==> config.mk <==
export PLATFORM = sky130hd
export DESIGN_NAME = frame_serializer
export DESIGN_NICKNAME = d
export VERILOG_FILES = /design/src/rtl/frame_serializer.sv
export SDC_FILE = /design/constraint.sdc
export NUM_CORES = 1
export LEC_CHECK = 0
export BUFFER_PORTS_ARGS = -buffer_cell sky130_fd_sc_hd__clkbuf_2
export CAP_MARGIN = 15
export CORE_UTILIZATION = 59
export DETAILED_ROUTE_END_ITERATION = 10
export PLACE_DENSITY = 0.89
export SKIP_CTS_REPAIR_TIMING = 1
export SYNTH_ARGS = -nofsm -noshare
export SYNTH_HDL_FRONTEND = slang
export SYNTH_SLANG_ARGS = --single-unit
==> constraint.sdc <==
create_clock -name clk -period 2.6 [get_ports clk]
set_input_delay 0.26 -clock clk [delete_from_list [all_inputs] [get_ports clk]]
set_output_delay 0.26 -clock clk [all_outputs]
set_load 0.005 [all_outputs]
==> src/rtl/frame_serializer.sv <==
// frame_serializer
//   Sends one serial frame per accepted request: a start bit, the code field
//   c (MSB first), the data field b (MSB first), a parity bit, then NSTOP stop
//   bits at level ~cod. One bit per clk cycle. c, b, bp and cod are captured
//   on the edge that accepts the request, so the frame is not affected by
//   later input changes.
//
//   state    | meaning
//   ---------+-------------------------------------------------------------
//   S_IDLE   | line low, waiting for hab
//   S_START  | start bit (1) on o
//   S_CFIELD | code field bits on o, r_cnt counts remaining bits down
//   S_BFIELD | data field bits on o, r_cnt counts remaining bits down
//   S_PAR    | parity bit on o
//   S_STOP   | stop bits on o, r_cnt counts remaining bits down
//
// Ports
//   clk   in   system clock, rising edge
//   rst   in   synchronous active-high reset
//   hab   in   frame request; ignored while a frame is in progress
//   c     in   [CW-1:0] code field
//   b     in   [BW-1:0] data field
//   bp    in   external parity bit (PAR_MODE=0)
//   cod   in   stop-level select, stop bit = ~cod
//   o     out  serial line (registered)
//   busy  out  high while a frame bit is on o (registered)
//   done  out  one-cycle pulse during the last stop bit (registered)

module frame_serializer #(
  parameter int CW       = 4,
  parameter int BW       = 4,
  parameter int NSTOP    = 2,
  parameter int PAR_MODE = 0
) (
  input  logic          clk,
  input  logic          rst,
  input  logic          hab,
  input  logic [CW-1:0] c,
  input  logic [BW-1:0] b,
  input  logic          bp,
  input  logic          cod,
  output logic          o,
  output logic          busy,
  output logic          done
);

  localparam int MAXN = (CW > BW) ? ((CW > NSTOP) ? CW : NSTOP)
                                  : ((BW > NSTOP) ? BW : NSTOP);
  localparam int CNTW = (MAXN > 1) ? $clog2(MAXN) : 1;

  typedef enum logic [2:0] {
    S_IDLE,
    S_START,
    S_CFIELD,
    S_BFIELD,
    S_PAR,
    S_STOP
  } state_t;

  state_t            r_state;
  logic [CNTW-1:0]   r_cnt;
  logic [CW-1:0]     r_c;
  logic [BW-1:0]     r_b;
  logic              r_par;
  logic              r_stop;
  logic              r_o;
  logic              r_busy;
  logic              r_done;

  logic              w_xor;
  logic              w_par;
  logic              w_cnt_zero;
  logic              w_start;

  assign w_xor      = ^{c, b};
  assign w_par      = (PAR_MODE == 0) ? bp :
                      (PAR_MODE == 1) ? w_xor : ~w_xor;
  assign w_cnt_zero = (r_cnt == '0);

  // A request is accepted when idle, or on the last stop bit so that the
  // next start bit follows without a gap.
  assign w_start    = hab && ((r_state == S_IDLE) ||
                              ((r_state == S_STOP) && w_cnt_zero));

  always_ff @(posedge clk) begin
    if (rst) begin
      r_state <= S_IDLE;
      r_cnt   <= '0;
      r_c     <= '0;
      r_b     <= '0;
      r_par   <= 1'b0;
      r_stop  <= 1'b0;
      r_o     <= 1'b0;
      r_busy  <= 1'b0;
      r_done  <= 1'b0;
    end else begin
      r_done <= 1'b0;
      if (w_start) begin
        // Parity is resolved at capture time from the same values that are
        // captured, so it always matches the transmitted fields.
        r_c     <= c;
        r_b     <= b;
        r_par   <= w_par;
        r_stop  <= ~cod;
        r_cnt   <= '0;
        r_state <= S_START;
        r_o     <= 1'b1;
        r_busy  <= 1'b1;
      end else begin
        case (r_state)
          S_IDLE: begin
            r_o    <= 1'b0;
            r_busy <= 1'b0;
          end
          S_START: begin
            // Fields are shifted left so the next bit is always the MSB.
            r_state <= S_CFIELD;
            r_cnt   <= CNTW'(CW - 1);
            r_o     <= r_c[CW-1];
            r_c     <= r_c << 1;
          end
          S_CFIELD: begin
            if (w_cnt_zero) begin
              r_state <= S_BFIELD;
              r_cnt   <= CNTW'(BW - 1);
              r_o     <= r_b[BW-1];
              r_b     <= r_b << 1;
            end else begin
              r_cnt   <= r_cnt - CNTW'(1);
              r_o     <= r_c[CW-1];
              r_c     <= r_c << 1;
            end
          end
          S_BFIELD: begin
            if (w_cnt_zero) begin
              r_state <= S_PAR;
              r_o     <= r_par;
            end else begin
              r_cnt   <= r_cnt - CNTW'(1);
              r_o     <= r_b[BW-1];
              r_b     <= r_b << 1;
            end
          end
          S_PAR: begin
            r_state <= S_STOP;
            r_cnt   <= CNTW'(NSTOP - 1);
            r_o     <= r_stop;
            r_done  <= (NSTOP == 1);
          end
          S_STOP: begin
            if (w_cnt_zero) begin
              r_state <= S_IDLE;
              r_o     <= 1'b0;
              r_busy  <= 1'b0;
            end else begin
              r_cnt   <= r_cnt - CNTW'(1);
              r_o     <= r_stop;
              r_done  <= (r_cnt == CNTW'(1));
            end
          end
          default: begin
            r_state <= S_IDLE;
            r_cnt   <= '0;
            r_o     <= 1'b0;
            r_busy  <= 1'b0;
          end
        endcase
      end
    end
  end

  assign o    = r_o;
  assign busy = r_busy;
  assign done = r_done;

endmodule

Word level (Yosys, flattened, before mapping)

Index checks and enable logic that the tools add are counted.

Register bits: 18
Latch bits: 0
Bits in writable memories: 0
Bits in read-only memories: 0
Word-level logic and storage cells: 71
Memories kept: 0

$add $sub $neg: 1
Multipliers: 0
Divide/modulo/power cells: 0
$lt $le $gt $ge: 0
Equal/unequal tests: 17
Shift-type cells: 0
Multiplexer cells: 23
Bitwise operators: 3
Reductions and logical operators: 17

Operators by type and width:

| cell                                                             | count |
|---|---|
| 4-bit two-way mux                                                | 5 |
| 3-bit case mux with 6 select lines                               | 1 |
| 4-bit case mux with 2 select lines                               | 2 |
| 3-bit inequality test (second input constant)                    | 5 |
| 2-bit inequality test (second input constant)                    | 5 |
| 2-bit case mux with 5 select lines                               | 1 |
| 3-bit two-way mux                                                | 3 |
| 4-bit AND reduction                                              | 2 |
| 4-bit OR reduction                                               | 2 |
| 1-bit two-way mux                                                | 7 |
| 3-bit by 2-bit == test with 1-bit output (second input constant) | 2 |
| 3-bit == test (second input constant)                            | 2 |
| 2-bit AND reduction                                              | 3 |
| 3-bit nonzero test                                               | 2 |
| 1-bit case mux with 5 select lines                               | 1 |
| 2-bit two-way mux                                                | 2 |
| 2-bit OR reduction                                               | 2 |
| 3-bit by 1-bit == test with 1-bit output (second input constant) | 1 |
| 3-bit logical NOT                                                | 1 |
| 1-bit NOT                                                        | 3 |
| 3-bit AND reduction                                              | 1 |
| 2-bit by 1-bit == test with 1-bit output (second input constant) | 1 |
| 1-bit logical AND                                                | 2 |
| 2-bit logical NOT                                                | 1 |
| other kinds (4)                                                  | 4 |

Logic depth before layout (Yosys ltp)

Word-level depth: 6
Mapped depth: 7
Depth with buffers taken out: 6

Worst setup path before layout

OpenSTA, ideal clock, no wires.

Path kind: reg2reg
Start point: reg r_cnt[0]
End point: reg r_b[2]
Data arrival time: 1.315 ns
Required time: 2.463 ns
Path slack: 1.148 ns
Cell stages (with the launch flop): 7
Path buffers: 0
Period minus slack after synthesis: 1.452 ns
Cells stage by stage: dfxtp_1 -> inv_1 -> ha_1 -> nor2b_1 -> o21ai_2 -> mux2i_1 -> a211oi_2

Cells in the longest elaborated chain, start to end: 6
Elaborated cells between the ends (all ways): 9
Those cells by class: 2 x eq/ne; 1 x mux; 6 x reduce/logical

RTL lines:

| item                                                                         | line | RTL |
|---|---|---|
| start: declaration                                                           | 61   | `logic [CNTW-1:0] r_cnt;` |
| start signal: assignment                                                     | 118  | `r_cnt <= CNTW'(CW - 1);` |
| start signal: assignment                                                     | 125  | `r_cnt <= CNTW'(BW - 1);` |
| start signal: assignment                                                     | 129  | `r_cnt <= r_cnt - CNTW'(1);` |
| 2-bit logical NOT (*)                                                        | 78   | `assign w_cnt_zero = (r_cnt == '0);` |
| 1-bit logical AND                                                            | 83   | `((r_state == S_STOP) && w_cnt_zero));` |
| 1-bit logical OR                                                             | 82   | `assign w_start = hab && ((r_state == S_IDLE) \|\|` |
| 1-bit logical AND                                                            | 82   |  |
| 3-bit inequality test (no source line) or 3-bit nonzero test (tied branches) | -    |  |
| 3-bit AND reduction (no source line)                                         | -    |  |
| end signal: assignment                                                       | 127  | `r_b <= r_b << 1;` |
| end signal: assignment                                                       | 141  | `r_b <= r_b << 1;` |
| end: declaration                                                             | 63   | `logic [BW-1:0] r_b;` |

Mark *: on every way between the ends. The rest lies on a longest branch, timed or not.
A chain may end at the register's enable or synchronous reset.

Worst setup path in the final report

Same ends and word-level chain as after synthesis.

==> impl_metrics.tcl <==
set metrics [dict create \
    nets 145 \
    finalHoldViolations 0 \
    synth_seq_cells 18 \
    portBuffers 15 \
    antenna_found_initial 0 \
    async_flop_share_pct 0 \
    synth.most_common_cell "dfxtp_1" \
    core_mm2 0.001559 \
    r2r_cells 6 \
    clockPowerShare_pct 17.1 \
    detail_route.wl_per_cell_um 13.14 \
    worst_pin_slew_ns 0.6531 \
    dp_hpwl_mm 1.319 \
    r2r_slack_ns 0.76 \
    muxShareOfSynthArea_pct 5.832 \
    grt_pass1_wl_mm 3.077 \
    crit_type "reg2reg" \
    seqCellArea_um2 360.3 \
    p_switching_uw 279.5 \
    power_frac_comb_pct 35.9 \
    cts_buffers 3 \
    die_w_um 43.78 \
    setup_violations 0 \
    synthTopCellsByCount "dfxtp_1 (18), nor2_1 (15), nand2_1 (10)" \
    place_congestion 0.7552 \
    dieHeight_um 43.78 \
    crit_path_end_kind "flip-flop" \
    multi_input_area_um2 605.6 \
    synth_area_leaders "dfxtp_1 (35%), a211oi_2 (7.3%), mux2i_1 (5.8%)" \
    status "finished clean" \
    rows 14 \
    tns_ns 0 \
    start_util_pct 66.05 \
    cts_root_buf "clkbuf_4" \
    min_period_ns 1.836 \
    synth_xor_area_share_pct 0.8505 \
    fillers 131 \
    overflow 0 \
    synth_cells 117 \
    syn_area_per_cell_um2 8.801 \
    synth_largest_area_cell "dfxtp_1" \
    relSlewSlack_pct 56.40 \
    crit_chain "inv_1 -> ha_1 -> nor2b_1 -> o21ai_2 -> mux2i_1 -> a211oi_2" \
    maxCapViolCount 0 \
    worst_ep_required_time_ns 2.77 \
    p_leak_uw 0.0004571 \
    boundaryPins 16 \
    hold_path_class "in2reg" \
    die_area_mm2 0.001916 \
    synth-compound-area-share_pct 28.55 \
    p_per_area_mw_per_mm2 703.1 \
    hold-path-cell-count 2 \
    slowest_stage "dfxtp_1" \
    drt_iter0_drc 21 \
    max_freq_ghz 0.5447 \
    drive_gt1_share_pct 23.62 \
    drc 0 \
    p_total_uw 772.4 \
    fin_worst_skew_ns 0.001534 \
    clock_path_buffers 2 \
    seq_power_share_pct 47.0 \
    synth_enable_flop_cells 0 \
    drv_slew 0 \
    timing.hold.ws_ns 0.1397 \
    clkTransAtPathRegs_ns 0.09 \
    synth_top_family_by_area "compound AO/OA/AOI/OAI gates" \
    cts_tree "built" \
    period_share_pct 70.61 \
    switching_share_pct 36.18 \
    p_int_uw 492.9 \
    rsz0062_at_grt "false" \
    yosysWarnings 0 \
    irDropWorstVdd_mv 0.4366 \
    final_antenna_net_count 0 \
    areaGrowthSynthToFinish_pct 6.682 \
    cp.arrival_ns 2.00 \
    clkLatencyLatePin_ns 0.29 \
    crit_fanout 12 \
    synth_ff_type "dfxtp_1" \
    cp-start-kind "flip-flop" \
    cts_htree_levels 1 \
    synthAdderAreaFrac_pct 3.645 \
    grt_max_degree 22 \
    ys_seq_area_share_pct 34.99 \
    synth_area_mm2 0.001030 \
    cts.sinks 18 \
    n_antenna_cell 0 \
    via_per_inst 5.776 \
    synth_cell_types 37 \
    num_vias 826 \
    synth_fp_nets 133 \
    dr.pass1.iters 4 \
    grt_pass1_vias 695 \
    synth_top_cell_area_share_pct 34.99 \
    yosys.area_share.simple_pct 19.93 \
    final_util_pct 70.47 \
    grt_usage_pct 21.43 \
    finalWirelength_mm 1.879 \
    critPathMaxStageDelay_ns 0.43 \
]
-- final cells by class --
type / instances / share of cell area (%)
flip-flops and latches: 18 / 32.80
multi-input cells: 87 / 55.13
clock buffers: 3 / 2.050
well taps: 16 / 1.822
repair buffers: 15 / 6.834
inverters: 4 / 1.367
-- stage by stage --
step | area [µm²] | setup slack (ns) | instances
after floorplan | 1030 | 1.148 | 117
after global placement | 1076 | 0.8713 | 140
after detailed placement | 1076 | 0.7529 | 140
after CTS | 1099 | 0.7361 | 143
after global routing | 1099 | 0.6115 | 143
final | 1099 | 0.7641 | 143
-- layout by cell type, fill, tap and decap left out --
cell       netlist  final
o21a_1           1      1
and3_1           1      1
o21bai_1         2      2
inv_1            4      4
nor2_1          15     15
ha_1             3      3
o21ai_0          3      3
nand2_1         10     10
o311a_1          1      1
a311oi_1         1      1
dfxtp_1         18     18
nor4_1           1      1
mux2i_1          6      6
nor3_1           1      1
nand3_1          5      5
o32a_1           2      2
nand3b_1         2      2
a21boi_0         1      1
a21oi_4          1      1
clkbuf_4         0      3
nand2b_1         2      2
nand3_2          1      1
a21o_2           1      1
xor2_1           1      1
clkbuf_2         0     15
a2111oi_2        1      1
a21oi_1          6      6
a211oi_2         6      6
a211oi_1         2      2
o211ai_1         1      1
o21ai_2          1      1
a2bb2oi_2        1      1
nor2b_1          4      4
a31oi_1          3      3
or2_1            1      1
-- path summary, 6_finish.rpt --
path / from / end
max: r_cnt[0] / r_b[2]
min: cod / r_stop
max reg2reg: r_cnt[0] / r_b[2]
min reg2reg: r_par / r_par
-- routing by layer --
| layer | up-vias | global-route usage (%) | part of all wire, % |
|---|---|---|---|
| met5 | - | 0 | 0 |
| met2 | 18 | 32.54 | 45 |
| li1 | 445 | - | - |
| met1 | 363 | 29.72 | 50 |
| met4 | 0 | 3.750 | 0 |
| met3 | 0 | 7.500 | 4.4 |
-- sequential cells by signal (all words and copies together), names as in the netlist --
signal and flops:
busy 1, r_state 3, o 1, r_par 1, done 1, r_b 4, r_cnt 2, r_stop 1
r_c 4
-- cell families (layout without fill, tap and decap cells) --
logic type / count (synthesis) / count (layout)
multiplexers: 6 / 6
AO/OA/AOI/OAI: 34 / 34
flip-flops: 18 / 18
adder cells (fa/ha/maj): 3 / 3
buffers and inverters: 12 / 22
XOR/XNOR: 1 / 1
AND/OR/NAND/NOR: 43 / 43
-- power groups by stage --
stage / Combinational [µW] / Clock [µW] / Sequential [µW]
2_1_floorplan: 256 / 0 / 343
3_3_place_gp: 265 / 0 / 365
3_5_place_dp: 275 / 0 / 369
4_1_cts: 277 / 136 / 362
5_1_grt: 309 / 150 / 371
6_report: 277 / 132 / 363
-- worst max-delay path: cells and delay by family (launching register included) --
kind	cells	cell delay, ns
AO/OA/AOI/OAI	2	0.37
adder cells (fa/ha/maj)	1	0.35
buffers and inverters	1	0.09
flip-flops	1	0.43
multiplexers	1	0.27
AND/OR/NAND/NOR	1	0.21
No activity file was read; power rests on OpenSTA's default activity.
